$ cat config.mk
export PLATFORM = sky130hd
export DESIGN_NAME = instr_packer_flat
export DESIGN_NICKNAME = d
export VERILOG_FILES = /design/src/rtl/instr_packer_if.sv /design/src/rtl/instr_packer.sv /design/src/flat_wrapper.sv
export SDC_FILE = /design/constraint.sdc
export NUM_CORES = 1
export LEC_CHECK = 0
export BUFFER_PORTS_ARGS = -buffer_cell sky130_fd_sc_hd__buf_4
export CORE_UTILIZATION = 33
export DETAILED_ROUTE_END_ITERATION = 7
export SLEW_MARGIN = 20
export SYNTH_ARGS = -nofsm -noshare
export SYNTH_HDL_FRONTEND = slang
export SYNTH_SLANG_ARGS = --single-unit
$ cat constraint.sdc
create_clock -name clk -period 2.7 [get_ports clk]
set_clock_uncertainty 0.1 [all_clocks]
set_input_delay 0.405 -clock clk [delete_from_list [all_inputs] [get_ports clk]]
set_output_delay 0.405 -clock clk [all_outputs]
set_load 0.005 [all_outputs]
$ cat src/rtl/instr_packer_if.sv
// ---------------------------------------------------------------------------
// instr_packer_if
//
// Bundles the two handshaked paths of the instruction packer:
//   * field bundle in : fmt/opc/rs/rt/rd/sa/fun/imm/iindex/raw/last with
//                       in_valid (producer -> packer) and in_ready (packer ->
//                       producer).
//   * memory write out: mem_we/mem_addr/mem_wdata (packer -> memory) with
//                       mem_ack (memory -> packer).
//
// Modports:
//   master : the packer. It masters the instruction-memory write bus and
//            consumes field bundles.
//   slave  : the environment. It supplies bundles and answers writes.
// ---------------------------------------------------------------------------
interface instr_packer_if #(
  parameter int ADDR_W = 8
);

  // Field bundle
  logic [1:0]        fmt;
  logic [5:0]        opc;
  logic [4:0]        rs;
  logic [4:0]        rt;
  logic [4:0]        rd;
  logic [4:0]        sa;
  logic [5:0]        fun;
  logic [15:0]       imm;
  logic [25:0]       iindex;
  logic [31:0]       raw;
  logic              last;
  logic              in_valid;
  logic              in_ready;

  // Instruction-memory write port
  logic              mem_we;
  logic [ADDR_W-1:0] mem_addr;
  logic [31:0]       mem_wdata;
  logic              mem_ack;

  modport master (
    input  fmt, opc, rs, rt, rd, sa, fun, imm, iindex, raw, last, in_valid,
    output in_ready,
    output mem_we, mem_addr, mem_wdata,
    input  mem_ack
  );

  modport slave (
    output fmt, opc, rs, rt, rd, sa, fun, imm, iindex, raw, last, in_valid,
    input  in_ready,
    input  mem_we, mem_addr, mem_wdata,
    output mem_ack
  );

endinterface

$ cat src/rtl/instr_packer.sv
// ---------------------------------------------------------------------------
// instr_packer
//
// Packs MIPS-style instruction fields into 32-bit words and writes them to
// consecutive instruction-memory word addresses, starting at BASE_ADDR, for
// the duration of one load session.
//
// A session is opened by start (only while idle). Each accepted bundle is
// packed according to fmt, held on the memory write port until mem_ack, and
// then the pointer advances. The session closes when a bundle marked last has
// been written, or when the word at the all-ones address has been written
// (address exhaustion, reported through the sticky full flag).
//
// Parameters:
//   ADDR_W    : instruction-memory word-address width.
//   BASE_ADDR : first word address written in every session.
//
// Ports:
//   clk    : clock, all state changes on the rising edge.
//   rst_n  : asynchronous active-low reset.
//   start  : opens a session; ignored unless idle.
//   bus    : field-bundle handshake (in) and memory write bus (out),
//            see instr_packer_if.
//   busy   : high whenever a session is open (every state but IDLE).
//   done   : one-cycle pulse when a session closes.
//   full   : session closed because the address space ran out; holds until
//            the next accepted start.
//   count  : words written in the current or most recent session.
// ---------------------------------------------------------------------------
module instr_packer #(
  parameter int ADDR_W    = 8,
  parameter int BASE_ADDR = 0
) (
  input  logic              clk,
  input  logic              rst_n,
  input  logic              start,
  instr_packer_if.master    bus,
  output logic              busy,
  output logic              done,
  output logic              full,
  output logic [ADDR_W:0]   count
);

  typedef enum logic [1:0] {
    IDLE   = 2'd0,
    ACCEPT = 2'd1,
    WRITE  = 2'd2,
    DONE   = 2'd3
  } state_t;

  localparam logic [ADDR_W-1:0] BASE_PTR = ADDR_W'(BASE_ADDR);
  localparam logic [ADDR_W-1:0] TOP_PTR  = {ADDR_W{1'b1}};

  localparam logic [1:0] FMT_R   = 2'd0;
  localparam logic [1:0] FMT_I   = 2'd1;
  localparam logic [1:0] FMT_J   = 2'd2;

  state_t            state_q, state_d;
  logic [ADDR_W-1:0] ptr_q,   ptr_d;
  logic [ADDR_W:0]   count_q, count_d;
  logic              full_q,  full_d;
  logic [31:0]       wdata_q, wdata_d;
  logic              last_q,  last_d;

  // -------------------------------------------------------------------------
  // Field packing. Opcode always occupies [31:26]; the remaining 26 bits are
  // laid out by format. RAW bypasses packing entirely.
  // -------------------------------------------------------------------------
  function automatic logic [31:0] pack_word(
    input logic [1:0]  f,
    input logic [5:0]  op,
    input logic [4:0]  r_s,
    input logic [4:0]  r_t,
    input logic [4:0]  r_d,
    input logic [4:0]  sh,
    input logic [5:0]  fn,
    input logic [15:0] im,
    input logic [25:0] idx,
    input logic [31:0] rw
  );
    logic [31:0] w;
    case (f)
      FMT_R:   w = {op, r_s, r_t, r_d, sh, fn};
      FMT_I:   w = {op, r_s, r_t, im};
      FMT_J:   w = {op, idx};
      default: w = rw;
    endcase
    return w;
  endfunction

  // -------------------------------------------------------------------------
  // Next-state and datapath update
  // -------------------------------------------------------------------------
  always_comb begin
    state_d = state_q;
    ptr_d   = ptr_q;
    count_d = count_q;
    full_d  = full_q;
    wdata_d = wdata_q;
    last_d  = last_q;

    case (state_q)
      IDLE: begin
        // count and full survive here so software can read the result of
        // the previous session; they are only cleared by a new session.
        if (start) begin
          ptr_d   = BASE_PTR;
          count_d = '0;
          full_d  = 1'b0;
          state_d = ACCEPT;
        end
      end

      ACCEPT: begin
        if (bus.in_valid) begin
          wdata_d = pack_word(bus.fmt, bus.opc, bus.rs, bus.rt, bus.rd,
                              bus.sa, bus.fun, bus.imm, bus.iindex, bus.raw);
          last_d  = bus.last;
          state_d = WRITE;
        end
      end

      WRITE: begin
        if (bus.mem_ack) begin
          count_d = count_q + 1'b1;
          // A bundle marked last closes the session normally even when it
          // also landed on the top address, so full stays clear then.
          if (last_q) begin
            state_d = DONE;
          end else if (ptr_q == TOP_PTR) begin
            full_d  = 1'b1;
            state_d = DONE;
          end else begin
            ptr_d   = ptr_q + 1'b1;
            state_d = ACCEPT;
          end
        end
      end

      DONE: begin
        // start is deliberately not looked at here: a start coinciding with
        // the done pulse is dropped rather than queued.
        state_d = IDLE;
      end

      default: state_d = IDLE;
    endcase
  end

  // -------------------------------------------------------------------------
  // State registers. Reset abandons any in-flight write outright.
  // -------------------------------------------------------------------------
  always_ff @(posedge clk or negedge rst_n) begin
    if (!rst_n) begin
      state_q <= IDLE;
      ptr_q   <= BASE_PTR;
      count_q <= '0;
      full_q  <= 1'b0;
      wdata_q <= '0;
      last_q  <= 1'b0;
    end else begin
      state_q <= state_d;
      ptr_q   <= ptr_d;
      count_q <= count_d;
      full_q  <= full_d;
      wdata_q <= wdata_d;
      last_q  <= last_d;
    end
  end

  // -------------------------------------------------------------------------
  // Outputs: registers, or single-compare decodes of the state register.
  // -------------------------------------------------------------------------
  assign bus.in_ready  = (state_q == ACCEPT);
  assign bus.mem_we    = (state_q == WRITE);
  assign bus.mem_addr  = ptr_q;
  assign bus.mem_wdata = wdata_q;

  assign busy  = (state_q != IDLE);
  assign done  = (state_q == DONE);
  assign full  = full_q;
  assign count = count_q;

endmodule

$ cat src/flat_wrapper.sv
// flat-port wrapper written by rule: the top's interface ports become plain ports
module instr_packer_flat 
#(
  parameter int ADDR_W    = 8,
  parameter int BASE_ADDR = 0
)
  (clk, rst_n, start, busy, done, full, count, bus_fmt, bus_opc, bus_rs, bus_rt, bus_rd, bus_sa, bus_fun, bus_imm, bus_iindex, bus_raw, bus_last, bus_in_valid, bus_in_ready, bus_mem_we, bus_mem_addr, bus_mem_wdata, bus_mem_ack);
  instr_packer_if #(.ADDR_W(ADDR_W)) bus_i ();
  input  logic clk;
  input  logic rst_n;
  input  logic start;
  output logic busy;
  output logic done;
  output logic full;
  output logic [ADDR_W:0] count;
  input wire logic [$bits(bus_i.fmt)-1:0] bus_fmt;
  input wire logic [$bits(bus_i.opc)-1:0] bus_opc;
  input wire logic [$bits(bus_i.rs)-1:0] bus_rs;
  input wire logic [$bits(bus_i.rt)-1:0] bus_rt;
  input wire logic [$bits(bus_i.rd)-1:0] bus_rd;
  input wire logic [$bits(bus_i.sa)-1:0] bus_sa;
  input wire logic [$bits(bus_i.fun)-1:0] bus_fun;
  input wire logic [$bits(bus_i.imm)-1:0] bus_imm;
  input wire logic [$bits(bus_i.iindex)-1:0] bus_iindex;
  input wire logic [$bits(bus_i.raw)-1:0] bus_raw;
  input wire logic [$bits(bus_i.last)-1:0] bus_last;
  input wire logic [$bits(bus_i.in_valid)-1:0] bus_in_valid;
  output wire logic [$bits(bus_i.in_ready)-1:0] bus_in_ready;
  output wire logic [$bits(bus_i.mem_we)-1:0] bus_mem_we;
  output wire logic [$bits(bus_i.mem_addr)-1:0] bus_mem_addr;
  output wire logic [$bits(bus_i.mem_wdata)-1:0] bus_mem_wdata;
  input wire logic [$bits(bus_i.mem_ack)-1:0] bus_mem_ack;
  assign bus_i.fmt = bus_fmt;
  assign bus_i.opc = bus_opc;
  assign bus_i.rs = bus_rs;
  assign bus_i.rt = bus_rt;
  assign bus_i.rd = bus_rd;
  assign bus_i.sa = bus_sa;
  assign bus_i.fun = bus_fun;
  assign bus_i.imm = bus_imm;
  assign bus_i.iindex = bus_iindex;
  assign bus_i.raw = bus_raw;
  assign bus_i.last = bus_last;
  assign bus_i.in_valid = bus_in_valid;
  assign bus_in_ready = bus_i.in_ready;
  assign bus_mem_we = bus_i.mem_we;
  assign bus_mem_addr = bus_i.mem_addr;
  assign bus_mem_wdata = bus_i.mem_wdata;
  assign bus_i.mem_ack = bus_mem_ack;
  instr_packer #(.ADDR_W(ADDR_W), .BASE_ADDR(BASE_ADDR)) u_core (.clk(clk), .rst_n(rst_n), .start(start), .bus(bus_i), .busy(busy), .done(done), .full(full), .count(count));
endmodule
==> reports/qor.yml, run 1 <==
fin_tns_setup_ps: 0
die_y_um: 96.7
area_growth_pct: 48.2
htree_levels: 2
drt_drc_violations_left: 0
p_leak_nw: 2.18
grt_pass1_wl_mm: 13.1
place_hpwl_mm: 6.08
io_buffer_count: 167
period_minus_slack_ps: 1900
dieArea_um2: 9350
cts_setup_buffers: 0
ys.flop_type: "dfrtp_1"
detail-route-antenna-nets: 0
path_class: "reg2out"
cts_sinks: 53
cap_violations: 0
nNetsFinal: 537
finalHoldViolCount: 0
status: "completed"
synth_cell_types: 44
max_freq_mhz: 527
synth_top_area_share: 0.448
num_rows: 34
root_buffer: "clkbuf_8"
antenna_found_initial: 0
die_w_um: 96.7
vias: 2598
synth_area_leaders: "dfrtp_1, mux4_2, mux2_2"
clkLatencyLatePin_ps: 290
cp-end-kind: "output pin"
synth_warnings: 0
arrival_ps: 1390
cts_tree: "yes"
dpl.cell_count: 522
io_pins: 168
ys_seq_area_frac: 0.448
cts_resized: 0
finalSetupViolCount: 0
dr.pass1.iters: 4
final_max_slew_viol_count: 0
clk_pin_slew_ps: 90
worst-path-max-fanout: 10
antennaDiodeCount: 0
wirelength_mm: 7.91
grt-ovfl-total: 0
first_global_vias: 2605
syn-cell-area_um2: 2960
gr-usage-all-layers: 0.173
hold_buffers: 0
post_drt_wl_per_cell_um: 14.9
synth-edff-count: 0
worstMarginPinSlew_ps: 690
fin_crit_sh: 0.703
r2r_setup_slack_ps: 860
worstSetupStartpointType: "register"
fin_cells: 530
powerDensity_nw_per_um2: 730
core_area_um2: 8720
slew_headroom: 0.540
numCtsBuffers: 5
final_common_cell: "buf_4"
synth.avg_cell_area_um2: 11.4
yosysTopAreaCell: "dfrtp_1"
start_util: 0.339
min-delay-path-class: "in2async"
ir_worst_vdd_uv: 333
grt_max_degree: 54
async_reset_ff_frac: 1.00
synth_seq_cells: 53
clock_path_buffers: 2
drtIter0Drc: 57
rsz0062_at_grt: "no"
required_ps: 2190
syn-num-nets: 376
layout_common_cells: "buf_4, dfrtp_1, nand2_1, o21ai_0, mux2i_1"
gp_congestion: 0.774
viasPerCell: 4.90
drive_gt1_frac: 0.500
fillerInstances: 809
synth_cells: 260
## critical path, cell delays in order (launching register included)
cell,delay (ps)
dfrtp_1,590
nor2b_1,190
buf_4,190
buf_4,130
## final timing paths
path	from	endpoint	depth (start not counted)
worst max-delay path	u_core.state_q[1]	bus_mem_we	3
worst min-delay path	rst_n	u_core.count[6]	1
worst max register to register	u_core.state_q[0]	u_core.bus.mem_wdata[31]	4
worst min register to register	u_core.bus.mem_wdata[21]	u_core.bus.mem_wdata[21]	2
max in group asynchronous	rst_n	u_core.bus.mem_addr[3]	1
min in group clk	bus_last	u_core.last_q	2
## through the flow
step / instance area, µm² / util / hold WS [ps] / power, mW / setup slack, ps
6_report: 4390 / 0.503 / 28.4 / 3.20 / 801
5_1_grt: 4390 / 0.503 / 96.8 / 3.45 / 652
4_1_cts: 4390 / 0.503 / 68.2 / 3.26 / 797
3_5_place_dp: 4270 / 0.490 / 371 / 2.68 / 780
3_3_place_gp: 4270 / 0.490 / 364 / 2.66 / 803
2_1_floorplan: 2960 / - / 9.41 / 1.93 / 1070
## cells by family (layout without fill, tap and decap cells)
| kind of cell | after synthesis | after routing | synth area share |
|---|---|---|---|
| AOI/OAI and AO/OA | 50 | 50 | 0.0976 |
| xor gates and xnor gates | 5 | 5 | 0.0148 |
| adders and majority gates | 2 | 2 | 0.00845 |
| buffers and inverters | 21 | 183 | 0.0414 |
| DFF | 53 | 53 | 0.448 |
| muxes | 52 | 52 | 0.260 |
| and+or+nand+nor | 77 | 77 | 0.130 |
## cell type report
type	count	area, µm²	share of cell area
multi-input combinational	186	1510	0.345
timing repair buffer	170	1280	0.291
clock inverter	1	30.0	0.00685
tap	108	135	0.0308
sequential	53	1330	0.302
clock buffer	7	86.3	0.0197
inverter	5	18.8	0.00428
## report_power, final
part | leakage [nW] | internal, mW | switching, mW
clock | 0.0585 | 0.303 | 0.253
combinational | 1.45 | 0.795 | 0.545
sequential | 0.672 | 1.08 | 0.223
total | 2.18 | 2.18 | 1.02
## per-layer routing
| layer | GRT usage | wire length, µm |
|---|---|---|
| met1 | 0.224 | 3270 |
| met2 | 0.294 | 4070 |
| met3 | 0.0441 | 525 |
| met4 | 0.0344 | 42 |
| met5 | 0 | 0 |
## flip-flops by register name (all words and copies together), names as in the netlist
signal,cells
u_core.full,1
u_core.bus.mem_addr,8
u_core.bus.mem_wdata,32
u_core.count,9
u_core.last_q,1
u_core.state_q,2
## cell usage after synthesis (4+ instances only)
cell,instances
dfrtp_1,53
nand2_1,39
o21ai_0,31
mux2i_1,18
mux2_2,17
nor2_1,11
mux4_2,9
a31oi_1,7
mux4_1,7
clkbuf_1,5
inv_1,5
a21oi_1,4
buf_2,4
buf_4,4
nand3_1,4
xnor2_1,4
Note: power is estimated with default switching activity, not from simulation.
==> inputs of run 2 (changes only) <==
Clock period 2.7 ns to 1.9 ns, I/O delays scaled along.
==> run 2 against run 1 <==
Net effect:
- sequential share of layout area fell by 0.13 points
- cell count rose by 0.94%
- via count up 0.35%
==> reports/qor.yml, run 2 (synthesized netlist as in run 1, its figures left out) <==
detail-route-antenna-nets: 0  # unchanged
io_buffer_count: 167  # unchanged
startpoint: "u_core.state_q[1]"  # unchanged
start_util: 0.339  # unchanged
period_minus_slack_ps: 1770
post_drt_wl_per_cell_um: 14.5  # was 14.9 µm
slowest_delay_ps: 580  # was 590 ps
arrival_ps: 1380  # was 1390 ps
finalHoldViolCount: 0  # unchanged
first_global_vias: 2648  # was 2,605
status: "completed"  # unchanged
slew_headroom: 0.548  # was 0.540
dpl.cell_count: 526  # was 522
r2r_cells: 5  # was 4
worst-path-max-fanout: 10  # unchanged
fin_tns_setup_ps: 0  # unchanged
num_rows: 34  # unchanged
drtIter0Drc: 45  # was 57
clkLatencyLatePin_ps: 300  # was 290 ps
final_common_cell: "buf_4"  # unchanged
r2r_setup_slack_ps: 180  # was 860 ps
die_w_um: 96.7  # unchanged
final_max_slew_viol_count: 0  # unchanged
ir_worst_vdd_uv: 354  # was 333 µV
worstMarginPinSlew_ps: 677  # was 690 ps
cts_tree: "yes"  # unchanged
gr-usage-all-layers: 0.169  # was 0.173
clk_pin_slew_ps: 100  # was 90 ps
required_ps: 1510  # was 2190 ps
path_class: "reg2out"  # unchanged
p_leak_nw: 2.19  # was 2.18 nW
htree_levels: 2  # unchanged
gp_congestion: 0.788  # was 0.774
core_area_um2: 8720  # unchanged
cap_violations: 0  # unchanged
fin_crit_sh: 0.930
die_y_um: 96.7  # unchanged
worstReg2RegStart: "u_core.bus.mem_addr[0]"  # was u_core.state_q[0]
crit_path_cell_trace: "nor2b_1, buf_4, buf_4"  # unchanged
endpoint: "bus_mem_we"  # unchanged
drt_drc_violations_left: 0  # unchanged
min-delay-path-class: "in2reg"  # was in2async
cts_sinks: 53  # unchanged
nNetsFinal: 542  # was 537
grt_max_degree: 54  # unchanged
max_freq_mhz: 566
min_from: "bus_last"
area_growth_pct: 48.8  # was 48.2%
root_buffer: "clkbuf_8"  # unchanged
dr.pass1.iters: 4  # unchanged
r2r_end: "u_core.bus.mem_addr[1]"  # was u_core.bus.mem_wdata[31]
grt_pass1_wl_mm: 12.8  # was 13.1 mm
cts_resized: 0  # unchanged
viasPerCell: 4.87  # was 4.90
finalSetupViolCount: 0  # unchanged
slowest_stage: "dfrtp_1"  # unchanged
clock_path_buffers: 2  # unchanged
dieArea_um2: 9350  # unchanged
worstSetupStartpointType: "register"  # unchanged
largest_reg_flops: 32  # unchanged
drive_gt1_frac: 0.504  # was 0.500
wirelength_mm: 7.76  # was 7.91 mm
rsz0062_at_grt: "no"  # unchanged
layout_common_cells: "buf_4, dfrtp_1, nand2_1, o21ai_0, mux2i_1"  # unchanged
grt-ovfl-total: 0  # unchanged
cp-end-kind: "output pin"  # unchanged
antennaDiodeCount: 0  # unchanged
powerDensity_nw_per_um2: 1010  # was 730 nW/µm²
antenna_found_initial: 0  # unchanged
io_pins: 168  # unchanged
place_hpwl_mm: 6.04  # was 6.08 mm
numCtsBuffers: 5  # unchanged
crit_top_cell: "buf_4"  # unchanged
fin_cells: 535  # was 530
vias: 2607  # was 2,598
run 2: changes by cell type in the layout (fill, tap and decap cells not counted), sizes merged:
cell | previous run | this run
clkinv | 0 | 2
buf | 170 | 174
dlygate4sd3 | 0 | 1
bufinv | 1 | 0
clkbuf | 7 | 6
run 2: how the worst min path moves through the flow:
stage | end | slack [ps] | cells after the start
3_3_place_gp | u_core.count[4] | 290 | 1
4_1_cts | u_core.last_q | 100 | 2
5_1_grt | u_core.last_q | 110 | 2
6_report | u_core.last_q | 110 | 2
3_5_place_dp | u_core.count[4] | 280 | 1
2_1_floorplan | u_core.bus.mem_addr[0] | -110 | 0
run 2: area by class of cell:
cell class	count	area, µm²
clock buffers	6	72.6
clock inverters	2	10.0
fillers	779	4320
inverters	5	18.8
multi-input cells	186	1510
flip-flops and latches	53	1330
well taps	108	135
repair buffers	175	1330
run 2: repair_timing:
item | CTS | global route
endpoints found under the setup margin | 0 | 0
setup buffers | 0 | 0
hold buffers | 1 | 0
hold endpoints to repair | 53 | 0
run 2: metrics by stage:
step	instance area (µm²)	power, mW	setup slack, ps	hold slack (ps)	utilization
detailed placement	4310	3.85	200	283	0.495
global route	4410	4.76	40.8	108	0.505
global placement	4310	3.81	245	291	0.495
CTS	4410	4.50	125	105	0.505
floorplan	2960	2.74	354	-111	-
finish	4410	4.43	132	113	0.505
run 2: metal layers:
metal	GRT usage	vias up	routed length [µm]
met1	0.210	1198	3090
met2	0.281	111	3940
li1	-	1285	-
met4	0.0700	0	167
met5	0	-	0
met3	0.0419	13	565
run 2: power breakdown:
| group | leakage, nW | total (mW) | internal [mW] | switching (mW) |
|---|---|---|---|---|
| Clock | 0.0450 | 0.629 | 0.257 | 0.373 |
| Sequential | 0.672 | 1.86 | 1.54 | 0.316 |
| Combinational | 1.48 | 1.94 | 1.16 | 0.783 |
| Total | 2.19 | 4.43 | 2.96 | 1.47 |
run 2: worst max-delay path, delay by kind of cell, from the launching register on:
| family | cells | cell delay, ps |
|---|---|---|
| buffers and inverters | 2 | 320 |
| AND/OR/NAND/NOR | 1 | 180 |
| flip-flops | 1 | 580 |
==> inputs of run 3 (changes only) <==
Clock period 1.9 ns to 1.65 ns, I/O delays scaled along.
==> run 3 against run 2 <==
Net effect:
- worst setup slack got worse by 91 ps
- global-route usage is 0.38 points higher
- critical path depth stayed put
- non-clock buffer count grew 16
- wire length rose by 2.3%
- register-to-register slack lost 80 ps
- clock-buffer cell count did not move
- sequential share of layout area is 1.2 points lower
==> reports/qor.yml, run 3 (synthesized netlist as in run 1, its figures left out) <==
status: "completed"  # unchanged
cp-end-kind: "output pin"  # unchanged
cap_violations: 0  # unchanged
die_w_um: 96.7  # unchanged
clock_path_buffers: 2  # unchanged
final_max_slew_viol_count: 0  # unchanged
multiInputGateArea_um2: 1530  # was 1510 µm²
die_y_um: 96.7  # unchanged
powerDensity_nw_per_um2: 1160  # was 1010 nW/µm²
io_pins: 168  # unchanged
fin_cells: 550  # was 535
detail-route-antenna-nets: 0  # unchanged
min_from: "bus_last"  # unchanged
critPathBufInv: 2  # unchanged
num_rows: 34  # unchanged
antenna_found_initial: 0  # unchanged
ir_worst_vdd_uv: 475  # was 354 µV
cts_tree: "yes"  # unchanged
numCtsBuffers: 5  # unchanged
final_common_cell: "buf_4"  # unchanged
io_buffer_count: 167  # unchanged
crit_path_cell_trace: "buf_6, or2_2, buf_6"  # was nor2b_1, buf_4, buf_4
core_area_um2: 8720  # unchanged
crit_top_cell: "buf_6"  # was buf_4
finalHoldViolCount: 0  # unchanged
slowest_delay_ps: 410  # was 580 ps
cts_sinks: 53  # unchanged
arrival_ps: 1260  # was 1380 ps
whs_path_depth: 2  # unchanged
finalSetupViolCount: 0  # unchanged
worst-path-max-fanout: 6  # was 10
dpl_cell_area_um2: 4450  # was 4310 µm²
worstSetupStartpointType: "register"  # unchanged
largest_reg_flops: 32  # unchanged
p_leak_nw: 2.28  # was 2.19 nW
drtIter0Drc: 52  # was 45
path_delay_family: "flip-flops"  # unchanged
fin_area_um2: 4590  # was 4410 µm²
htree_levels: 2  # unchanged
rsz0062_at_grt: "yes"  # was no
path_class: "reg2out"  # unchanged
power_mw: 5.34  # was 4.43 mW
viasPerCell: 4.86  # was 4.87
first_global_vias: 2706  # was 2,648
r2r_end: "u_core.count[8]"  # was u_core.bus.mem_addr[1]
wirelength_mm: 7.94  # was 7.76 mm
place_hpwl_mm: 6.31  # was 6.04 mm
gr-usage-all-layers: 0.173  # was 0.169
worstReg2RegStart: "u_core.state_q[1]"  # was u_core.bus.mem_addr[0]
post_drt_wl_per_cell_um: 14.4  # was 14.5 µm
clk_pin_slew_ps: 100  # about the same
start_util: 0.339  # unchanged
required_ps: 1300  # was 1510 ps
grt_pass1_wl_mm: 13.1  # was 12.8 mm
drive_gt1_frac: 0.532  # was 0.504
slowest_stage: "dfrtp_1"  # unchanged
clkLatencyLatePin_ps: 300  # about the same
min-delay-path-class: "in2reg"  # unchanged
layout_common_cells: "buf_4, dfrtp_1, nand2_1, o21ai_0, mux2i_1"  # unchanged
fin_tns_setup_ps: 0  # unchanged
max_freq_mhz: 622
crit_cells: 3  # unchanged
dpl.cell_count: 541  # was 526
fin_crit_sh: 0.975
area_growth_pct: 55.0  # was 48.8%
r2r_cells: 5  # unchanged
grt_max_degree: 54  # unchanged
fin_util: 0.526  # was 0.505
dieArea_um2: 9350  # unchanged
fillerInstances: 803  # was 779
antennaDiodeCount: 0  # unchanged
vias: 2674  # was 2,607
slew_headroom: 0.795  # was 0.548
min_to: "u_core.last_q"  # unchanged
nNetsFinal: 558  # was 542
gp_congestion: 0.783  # was 0.788
period_minus_slack_ps: 1610
root_buffer: "clkbuf_8"  # unchanged
dr.pass1.iters: 4  # unchanged
grt-ovfl-total: 0  # unchanged
r2r_setup_slack_ps: 100  # was 180 ps
worstMarginPinSlew_ps: 304  # was 677 ps
seq_area_um2: 1330  # about the same
drt_drc_violations_left: 0  # unchanged
==> run 3: cell count changes in the layout (fill, tap and decap cells not counted), sizes merged <==
cell / before / now
buf: 174 / 190
clkinv: 2 / 0
clkinvlp: 0 / 1
==> run 3: metal layers <==
layer	GRT usage	vias up	wire [µm]
met1	0.211	1252	3240
met4	0.0471	0	125
met3	0.0434	11	509
met5	0	-	0
li1	-	1308	-
met2	0.303	103	4060
==> run 3: worst max-delay path by stage <==
stage | start | endpoint
5_1_grt | u_core.state_q[1] | u_core.bus.mem_addr[1]
2_1_floorplan | u_core.state_q[0] | u_core.bus.mem_wdata[0]
4_1_cts | u_core.state_q[1] | busy
3_5_place_dp | bus_fmt[0] | u_core.bus.mem_wdata[3]
3_3_place_gp | bus_fmt[0] | u_core.bus.mem_wdata[1]
6_report | u_core.state_q[1] | busy
==> run 3: timing repair <==
item,in CTS,in global routing
endpoints found under the setup margin,1,9
setup buffers,1,0
pin swaps,0,1
resized for setup,1,7
endpoints found under the hold margin,53,0
hold buffers,1,0
==> run 3: worst register-to-register path: cells and delay by family (launching register included) <==
| kind | cells | cell delay (ps) |
|---|---|---|
| flip-flops | 1 | 410 |
| buffers and inverters | 2 | 330 |
| multiplexers | 1 | 290 |
| AND/OR/NAND/NOR | 2 | 320 |
==> run 3: where the power goes <==
part	leakage (nW)	total, mW	internal [mW]	switching (mW)
Combinational	1.57	2.50	1.50	1.00
Sequential	0.671	2.08	1.78	0.300
Clock	0.0433	0.761	0.333	0.428
==> run 3: layout make-up <==
cell class / count / area share
Clock inverter: 1 / 0.00164
Sequential cell: 53 / 0.289
Multi-Input combinational cell: 186 / 0.334
Inverter: 5 / 0.00409
Timing Repair Buffer: 191 / 0.324
Tap cell: 108 / 0.0294
Clock buffer: 6 / 0.0180
==> run 3: metrics by stage <==
stage               worst slack [ps]  hold WS, ps
global route                   -15.0         67.4
global placement                49.1          156
detailed placement              26.0          151
finish                          41.6         75.6
floorplan                        104         -148
CTS                             17.8         67.5
